### src/rtl/pci_target_mem_if.sv
// Muxed PCI bus signals seen by the memory target.
// The initiator side drives FRAME#/IRDY#/C/BE#/AD; the target side returns the rest.
interface pci_target_mem_if;
  logic        frame_n;
  logic        irdy_n;
  logic [3:0]  cbe_n;
  logic [31:0] ad_in;
  logic [31:0] ad_out;
  logic        ad_oe;
  logic        devsel_n;
  logic        trdy_n;
  logic        stop_n;
  logic        busy;

  modport master (
    output frame_n, irdy_n, cbe_n, ad_in,
    input  ad_out, ad_oe, devsel_n, trdy_n, stop_n, busy
  );

  modport slave (
    input  frame_n, irdy_n, cbe_n, ad_in,
    output ad_out, ad_oe, devsel_n, trdy_n, stop_n, busy
  );
endinterface

### src/rtl/pci_target_mem.sv
// Simplified PCI memory target with fast DEVSEL#, zero-wait-state bursts into a
// word-addressed buffer, and disconnect-with-data at the top of the window.
module pci_target_mem #(
  parameter logic [31:0] BASE_ADDR = 32'h0000_1000,
  parameter int          ADDR_BITS = 4
) (
  input  logic             clk,
  input  logic             rst_n,
  pci_target_mem_if.slave  bus
);

  localparam logic [3:0]           CMD_MEM_READ  = 4'b0110;
  localparam logic [3:0]           CMD_MEM_WRITE = 4'b0111;
  localparam logic [ADDR_BITS-1:0] LAST_PTR      = {ADDR_BITS{1'b1}};

  typedef enum logic [2:0] {
    IDLE, BUSBUSY, WDATA, RTURN, RDATA, BACKOFF, TURNAR
  } state_t;

  state_t               r_state;
  logic [ADDR_BITS-1:0] r_ptr;
  logic [31:0]          r_mem [0:(2**ADDR_BITS)-1];
  logic [31:0]          r_ad_out;
  logic                 r_ad_oe;
  logic                 r_devsel_n;
  logic                 r_trdy_n;
  logic                 r_stop_n;
  logic                 r_busy;

  logic                 w_hit;
  logic [ADDR_BITS-1:0] w_addr_ptr;
  logic                 w_addr_last;
  logic [ADDR_BITS-1:0] w_ptr_next;
  logic                 w_ptr_last;
  logic                 w_xfer;
  logic                 w_wr_en;
  logic                 w_unused;

  assign w_hit       = (bus.ad_in[31:2+ADDR_BITS] == BASE_ADDR[31:2+ADDR_BITS]);
  assign w_addr_ptr  = bus.ad_in[ADDR_BITS+1:2];
  assign w_addr_last = (w_addr_ptr == LAST_PTR);
  assign w_ptr_next  = r_ptr + ADDR_BITS'(1);
  assign w_ptr_last  = (r_ptr == LAST_PTR);
  assign w_xfer      = !bus.irdy_n && !r_trdy_n;
  assign w_wr_en     = (r_state == WDATA) && w_xfer;
  assign w_unused    = ^bus.ad_in[1:0];

  assign bus.ad_out   = r_ad_out;
  assign bus.ad_oe    = r_ad_oe;
  assign bus.devsel_n = r_devsel_n;
  assign bus.trdy_n   = r_trdy_n;
  assign bus.stop_n   = r_stop_n;
  assign bus.busy     = r_busy;

  // Buffer is deliberately not reset; only lanes with an active byte enable change.
  always_ff @(posedge clk) begin
    if (w_wr_en) begin
      for (int i = 0; i < 4; i++) begin
        if (!bus.cbe_n[i]) begin
          r_mem[r_ptr][8*i +: 8] <= bus.ad_in[8*i +: 8];
        end
      end
    end
  end

  // Bus protocol FSM; every output is loaded together with the state it belongs to.
  always_ff @(posedge clk or negedge rst_n) begin
    if (!rst_n) begin
      r_state    <= IDLE;
      r_ptr      <= '0;
      r_ad_out   <= 32'h0000_0000;
      r_ad_oe    <= 1'b0;
      r_devsel_n <= 1'b1;
      r_trdy_n   <= 1'b1;
      r_stop_n   <= 1'b1;
      r_busy     <= 1'b0;
    end else begin
      case (r_state)
        IDLE: begin
          if (!bus.frame_n) begin
            r_ptr  <= w_addr_ptr;
            r_busy <= 1'b1;
            if (w_hit && (bus.cbe_n == CMD_MEM_WRITE)) begin
              r_state    <= WDATA;
              r_devsel_n <= 1'b0;
              r_trdy_n   <= 1'b0;
              r_stop_n   <= !w_addr_last;
            end else if (w_hit && (bus.cbe_n == CMD_MEM_READ)) begin
              r_state    <= RTURN;
              r_devsel_n <= 1'b0;
            end else begin
              r_state <= BUSBUSY;
            end
          end else begin
            r_state <= IDLE;
            r_busy  <= 1'b0;
          end
        end
        BUSBUSY: begin
          if (bus.frame_n && bus.irdy_n) begin
            r_state <= IDLE;
            r_busy  <= 1'b0;
          end else begin
            r_state <= BUSBUSY;
          end
        end
        WDATA, RDATA: begin
          if (w_xfer) begin
            if (w_ptr_last) begin
              // Disconnect with data: never wrap, back off if the initiator wants more.
              r_trdy_n <= 1'b1;
              r_ad_oe  <= 1'b0;
              if (!bus.frame_n) begin
                r_state <= BACKOFF;
              end else begin
                r_state    <= TURNAR;
                r_devsel_n <= 1'b1;
                r_stop_n   <= 1'b1;
              end
            end else if (bus.frame_n) begin
              r_state    <= TURNAR;
              r_devsel_n <= 1'b1;
              r_trdy_n   <= 1'b1;
              r_ad_oe    <= 1'b0;
            end else begin
              r_ptr    <= w_ptr_next;
              r_stop_n <= !(w_ptr_next == LAST_PTR);
              if (r_state == RDATA) begin
                r_ad_out <= r_mem[w_ptr_next];
              end
            end
          end else if (bus.frame_n) begin
            r_state    <= TURNAR;
            r_devsel_n <= 1'b1;
            r_trdy_n   <= 1'b1;
            r_stop_n   <= 1'b1;
            r_ad_oe    <= 1'b0;
          end else begin
            r_state <= r_state;
          end
        end
        RTURN: begin
          r_state  <= RDATA;
          r_trdy_n <= 1'b0;
          r_ad_oe  <= 1'b1;
          r_ad_out <= r_mem[r_ptr];
          r_stop_n <= !w_ptr_last;
        end
        BACKOFF: begin
          if (bus.frame_n) begin
            r_state    <= TURNAR;
            r_devsel_n <= 1'b1;
            r_stop_n   <= 1'b1;
          end else begin
            r_state <= BACKOFF;
          end
        end
        TURNAR: begin
          r_state <= IDLE;
          r_busy  <= 1'b0;
        end
        default: begin
          r_state    <= IDLE;
          r_ad_oe    <= 1'b0;
          r_devsel_n <= 1'b1;
          r_trdy_n   <= 1'b1;
          r_stop_n   <= 1'b1;
          r_busy     <= 1'b0;
        end
      endcase
    end
  end

endmodule

### src/flat_wrapper.sv
// flat-port wrapper written by rule: the top's interface ports become plain ports
module pci_target_mem_flat 
#(
  parameter logic [31:0] BASE_ADDR = 32'h0000_1000,
  parameter int          ADDR_BITS = 4
)
  (clk, rst_n, bus_frame_n, bus_irdy_n, bus_cbe_n, bus_ad_in, bus_ad_out, bus_ad_oe, bus_devsel_n, bus_trdy_n, bus_stop_n, bus_busy);
  pci_target_mem_if bus_i ();
  input  logic clk;
  input  logic rst_n;
  input wire logic [$bits(bus_i.frame_n)-1:0] bus_frame_n;
  input wire logic [$bits(bus_i.irdy_n)-1:0] bus_irdy_n;
  input wire logic [$bits(bus_i.cbe_n)-1:0] bus_cbe_n;
  input wire logic [$bits(bus_i.ad_in)-1:0] bus_ad_in;
  output wire logic [$bits(bus_i.ad_out)-1:0] bus_ad_out;
  output wire logic [$bits(bus_i.ad_oe)-1:0] bus_ad_oe;
  output wire logic [$bits(bus_i.devsel_n)-1:0] bus_devsel_n;
  output wire logic [$bits(bus_i.trdy_n)-1:0] bus_trdy_n;
  output wire logic [$bits(bus_i.stop_n)-1:0] bus_stop_n;
  output wire logic [$bits(bus_i.busy)-1:0] bus_busy;
  assign bus_i.frame_n = bus_frame_n;
  assign bus_i.irdy_n = bus_irdy_n;
  assign bus_i.cbe_n = bus_cbe_n;
  assign bus_i.ad_in = bus_ad_in;
  assign bus_ad_out = bus_i.ad_out;
  assign bus_ad_oe = bus_i.ad_oe;
  assign bus_devsel_n = bus_i.devsel_n;
  assign bus_trdy_n = bus_i.trdy_n;
  assign bus_stop_n = bus_i.stop_n;
  assign bus_busy = bus_i.busy;
  pci_target_mem #(.BASE_ADDR(BASE_ADDR), .ADDR_BITS(ADDR_BITS)) u_core (.clk(clk), .rst_n(rst_n), .bus(bus_i));
endmodule
### config.mk
export PLATFORM = sky130hd
export DESIGN_NAME = pci_target_mem_flat
export DESIGN_NICKNAME = d
export VERILOG_FILES = /design/src/rtl/pci_target_mem_if.sv /design/src/rtl/pci_target_mem.sv /design/src/flat_wrapper.sv
export SDC_FILE = /design/constraint.sdc
export NUM_CORES = 1
export LEC_CHECK = 0
export BUFFER_PORTS_ARGS = -buffer_cell sky130_fd_sc_hd__buf_2
export CORE_MARGIN = 5
export CORE_UTILIZATION = 40
export DETAILED_ROUTE_END_ITERATION = 6
export PLACE_DENSITY_LB_ADDON = 0.08
export RECOVER_POWER = 50
export SLEW_MARGIN = 30
export SYNTH_ARGS = -nofsm -noshare
export SYNTH_HDL_FRONTEND = slang
export SYNTH_SLANG_ARGS = --single-unit
### constraint.sdc
create_clock -name clk -period 2.9 [get_ports clk]
set_clock_uncertainty 0.15 [all_clocks]
set_input_delay 0.145 -clock clk [delete_from_list [all_inputs] [get_ports clk]]
set_output_delay 0.145 -clock clk [all_outputs]
set_load 0.05 [all_outputs]
==> flow_summary.yaml <==
outcome:
  status: "finished clean"
setup_path:
  crit_fanout: 17
  crit_buf_inv: 3
  cpPeakStageDelay_ns: 0.71
  worstPathCellList: "dlygate4sd3_1 > clkbuf_1 > nor4_1 > nand4_1 > nor4b_1 > buf_4 > o22a_1 > o22a_1"
  cp.arrival_ns: 3.13
  start_kind: "input pin"
  critPathTopFamily: "simple AND/OR/NAND/NOR gates"
  worstSetupPathType: "in2reg"
  critPathMostFrequentCell: "o22a_1"
  end_kind: "register"
  cp_slowest_cell: "nor4_1"
  critPathRequiredTime_ns: 3.28
die:
  start_util_pct: 40.5
  die_y_um: 265
  ioPinCount: 77
  num_rows: 93
  design.core.area_um2: 64500
  die-area_um2: 70400
  fp.dieW_um: 265
detailed_routing:
  viasPerCell: 6.05
  routedWlPerCell_um: 29.9
  vias: 16000
  drc: 0
  wirelength_um: 78900
  dr.first_iter.drc_count: 1569
  antenna_left: 0
  drt-pass1-iter-count: 5
cts:
  path_clk_slew_ns: 0.05
  clkSinkCount: 556
  cts_htree_levels: 3
  root_buffer: "clkbuf_16"
  clk_latency_ns: 0.60
  numCtsBuffers: 67
  cts.path.max_buffers: 3
  cts_tree: "yes"
power:
  p_int_mw: 20.8
  power_leakage_nw: 10.2
  pwr_density_cell_nw_per_um2: 1090
  pwr-share-seq_pct: 28.3
  p_sw_share_pct: 37.5
  vdd_drop_max_uv: 1050
  p_sw_mw: 12.5
  power_frac_comb_pct: 47.3
  power_frac_clock_pct: 24.4
place:
  dp_slack_ns: 0.0330
  hpwlAfterDp_um: 50100
  gp_congestion: 0.817
  io_buffer_count: 76
  place_area_um2: 28200
sta:
  fmax_mhz: 364
  setup_slack_ns: 0.151
  grt_setup_unrepaired: "false"
  period_share_pct: 94.8
  period_minus_slack_ns: 2.75
  slew_headroom_pct: 30.6
  fin_tns_setup_ns: 0
  setup_viol: 0
  worstMarginPinSlew_ns: 1.04
  finalHoldViolCount: 0
  drv_slew: 0
yosys:
  ys.warnings.count: 0
  netlist_area_um2: 26100
  synth_ff_type: "edfxtp_1"
  synth_common_cells: "edfxtp_1 (512), mux4_2 (208), nor2_1 (109), mux2i_1 (105), nand2_1 (87)"
  synth.avg_cell_area_um2: 17.0
  synth_edf_count: 512
  synthArstFlopShare_pct: 7.91
  yosysSeqAreaShare_pct: 63.2
  synth_area_leaders: "edfxtp_1 (59%), mux4_2 (18%), mux2i_1 (4.0%)"
  synth_cells: 1531
  yosysTopAreaCellShare_pct: 59.0
  synth-seq-cells: 556
  yosysTopAreaCell: "edfxtp_1"
  synth.most_common_cell: "edfxtp_1"
  syn_nets: 1576
  ys_types: 63
run:
  drv_cap: 0
grt:
  grt_pass1_vias: 16500
  grt_pass1_wl_um: 114000
  antenna_found_initial: 0
  overflow: 0
  grt_max_degree: 69
  globalRouteTotalUtil_pct: 22.2
layout:
  areaGrowthSynthToFinish_pct: 17.5
  design_area_um2: 30700
  n_antenna_cell: 0
  drive_gt1_share_pct: 27.5
  nFillCells: 5586
  finish.net_count: 1778
min_path:
  hold_class: "in2reg"
[metal layers]
layer | global-route usage [%] | wire length [um] | vias to the layer above
li1 | - | - | 6756
met1 | 31.5 | 34500 | 8486
met2 | 34.7 | 36700 | 601
met3 | 4.49 | 5170 | 147
met4 | 7.13 | 2510 | 0
met5 | 0 | 0 | -
[per-stage QoR]
stage | util, % | std cells | power, mW | hold slack [ns]
after floorplan | - | 1531 | 21.0 | -0.301
after global placement | 43.8 | 2482 | 25.5 | 0.190
after detailed placement | 43.8 | 2482 | 25.5 | 0.181
after CTS | 47.7 | 2641 | 33.7 | 0.0660
after global routing | 47.6 | 2642 | 34.9 | 0.126
final | 47.6 | 2642 | 33.4 | 0.114
[final cells by class]
| cell class | instances | area (um^2) | area share (%) |
|---|---|---|---|
| sequential | 556 | 16500 | 53.8 |
| multi-input combinational | 847 | 8960 | 29.2 |
| timing repair buffer | 254 | 1970 | 6.43 |
| clock buffer | 89 | 1850 | 6.04 |
| tap | 855 | 1070 | 3.49 |
| clock inverter | 34 | 288 | 0.939 |
| inverter | 7 | 26.3 | 0.0857 |
[power by group through the flow]
stage                     Combinational (mW)  Sequential [mW]  Clock (mW)
after floorplan                         10.7             10.3           0
after global placement                  15.8             9.61           0
after detailed placement                15.8             9.61           0
after CTS                               15.9             9.45        8.36
after global routing                    16.8             9.48        8.66
final                                   15.8             9.45        8.14
[tightest hold or removal path: stages]
cell and delay (ns):
buf_2 0.10, inv_1 0.18, nor4b_1 0.10, buf_4 0.14
nor3_1 0.13, a211oi_1 0.06
[registers in the layout (all words and copies together), names as in the netlist]
| register | count |
|---|---|
| u_core.r_mem | 512 |
| u_core.bus.ad_out | 32 |
| u_core.r_ptr | 4 |
| u_core.r_state | 3 |
| u_core.bus.ad_oe | 1 |
| u_core.bus.busy | 1 |
| u_core.bus.devsel_n | 1 |
| u_core.bus.stop_n | 1 |
| u_core.bus.trdy_n | 1 |
[path summary, 6_finish.rpt]
check / end / startpoint / cells past startpoint / slack (ns)
min reg2reg: u_core.bus.ad_out[7] / u_core.bus.ad_out[7] / 2 / 0.35
max reg2reg: u_core.bus.ad_out[21] / u_core.r_ptr[1] / 6 / 0.20
min: u_core.bus.stop_n / bus_cbe_n[0] / 6 / 0.11
min in group asynchronous: u_core.bus.ad_out[2] / rst_n / 3 / 0.67
max: u_core.bus.trdy_n / bus_ad_in[20] / 8 / 0.15
max in group asynchronous: u_core.bus.ad_out[27] / rst_n / 4 / 0.72
[cells in the final DEF, fill, tap and decap left out, drive strengths merged, types with 5 or more instances in the layout]
cell         netlist  final
edfxtp           512    512
mux4             208    208
buf               86    153
clkbuf            35    153
nor2             111    111
mux2i            105    105
nand2             87     87
dfrtp             41     41
a22oi             39     39
dlygate4sd3        0     37
a21oi             36     36
o22ai             32     32
nand3             31     31
clkinv             0     26
a211oi            23     23
o21ai             22     22
a22o              17     17
a32oi             14     14
nor3              12     12
inv                7     10
mux2               9      9
a221oi             9      9
o211ai             9      9
nor4               7      7
a221o              7      7
or2                7      7
o221ai             6      6
a32o               5      5
ha                 5      5
[repair_timing]
| item | CTS | global route |
|---|---|---|
| endpoints found under the setup margin | 0 | 5 |
| gates resized for setup | 0 | 2 |
| setup buffers | 0 | 0 |
| hold endpoints to repair | 545 | 24 |
| hold buffers | 36 | 1 |
[logic make-up (layout without fill, tap and decap cells)]
group,count (synthesis),count (layout),synth area share [%]
fa+ha+maj,6,6,0.283
mux,322,322,22.4
xor+xnor,3,3,0.158
flops,556,556,63.2
compound gates,236,236,6.50
buf+inv,128,384,2.73
simple gates,280,280,4.76
(Power assumes the default switching activity.)
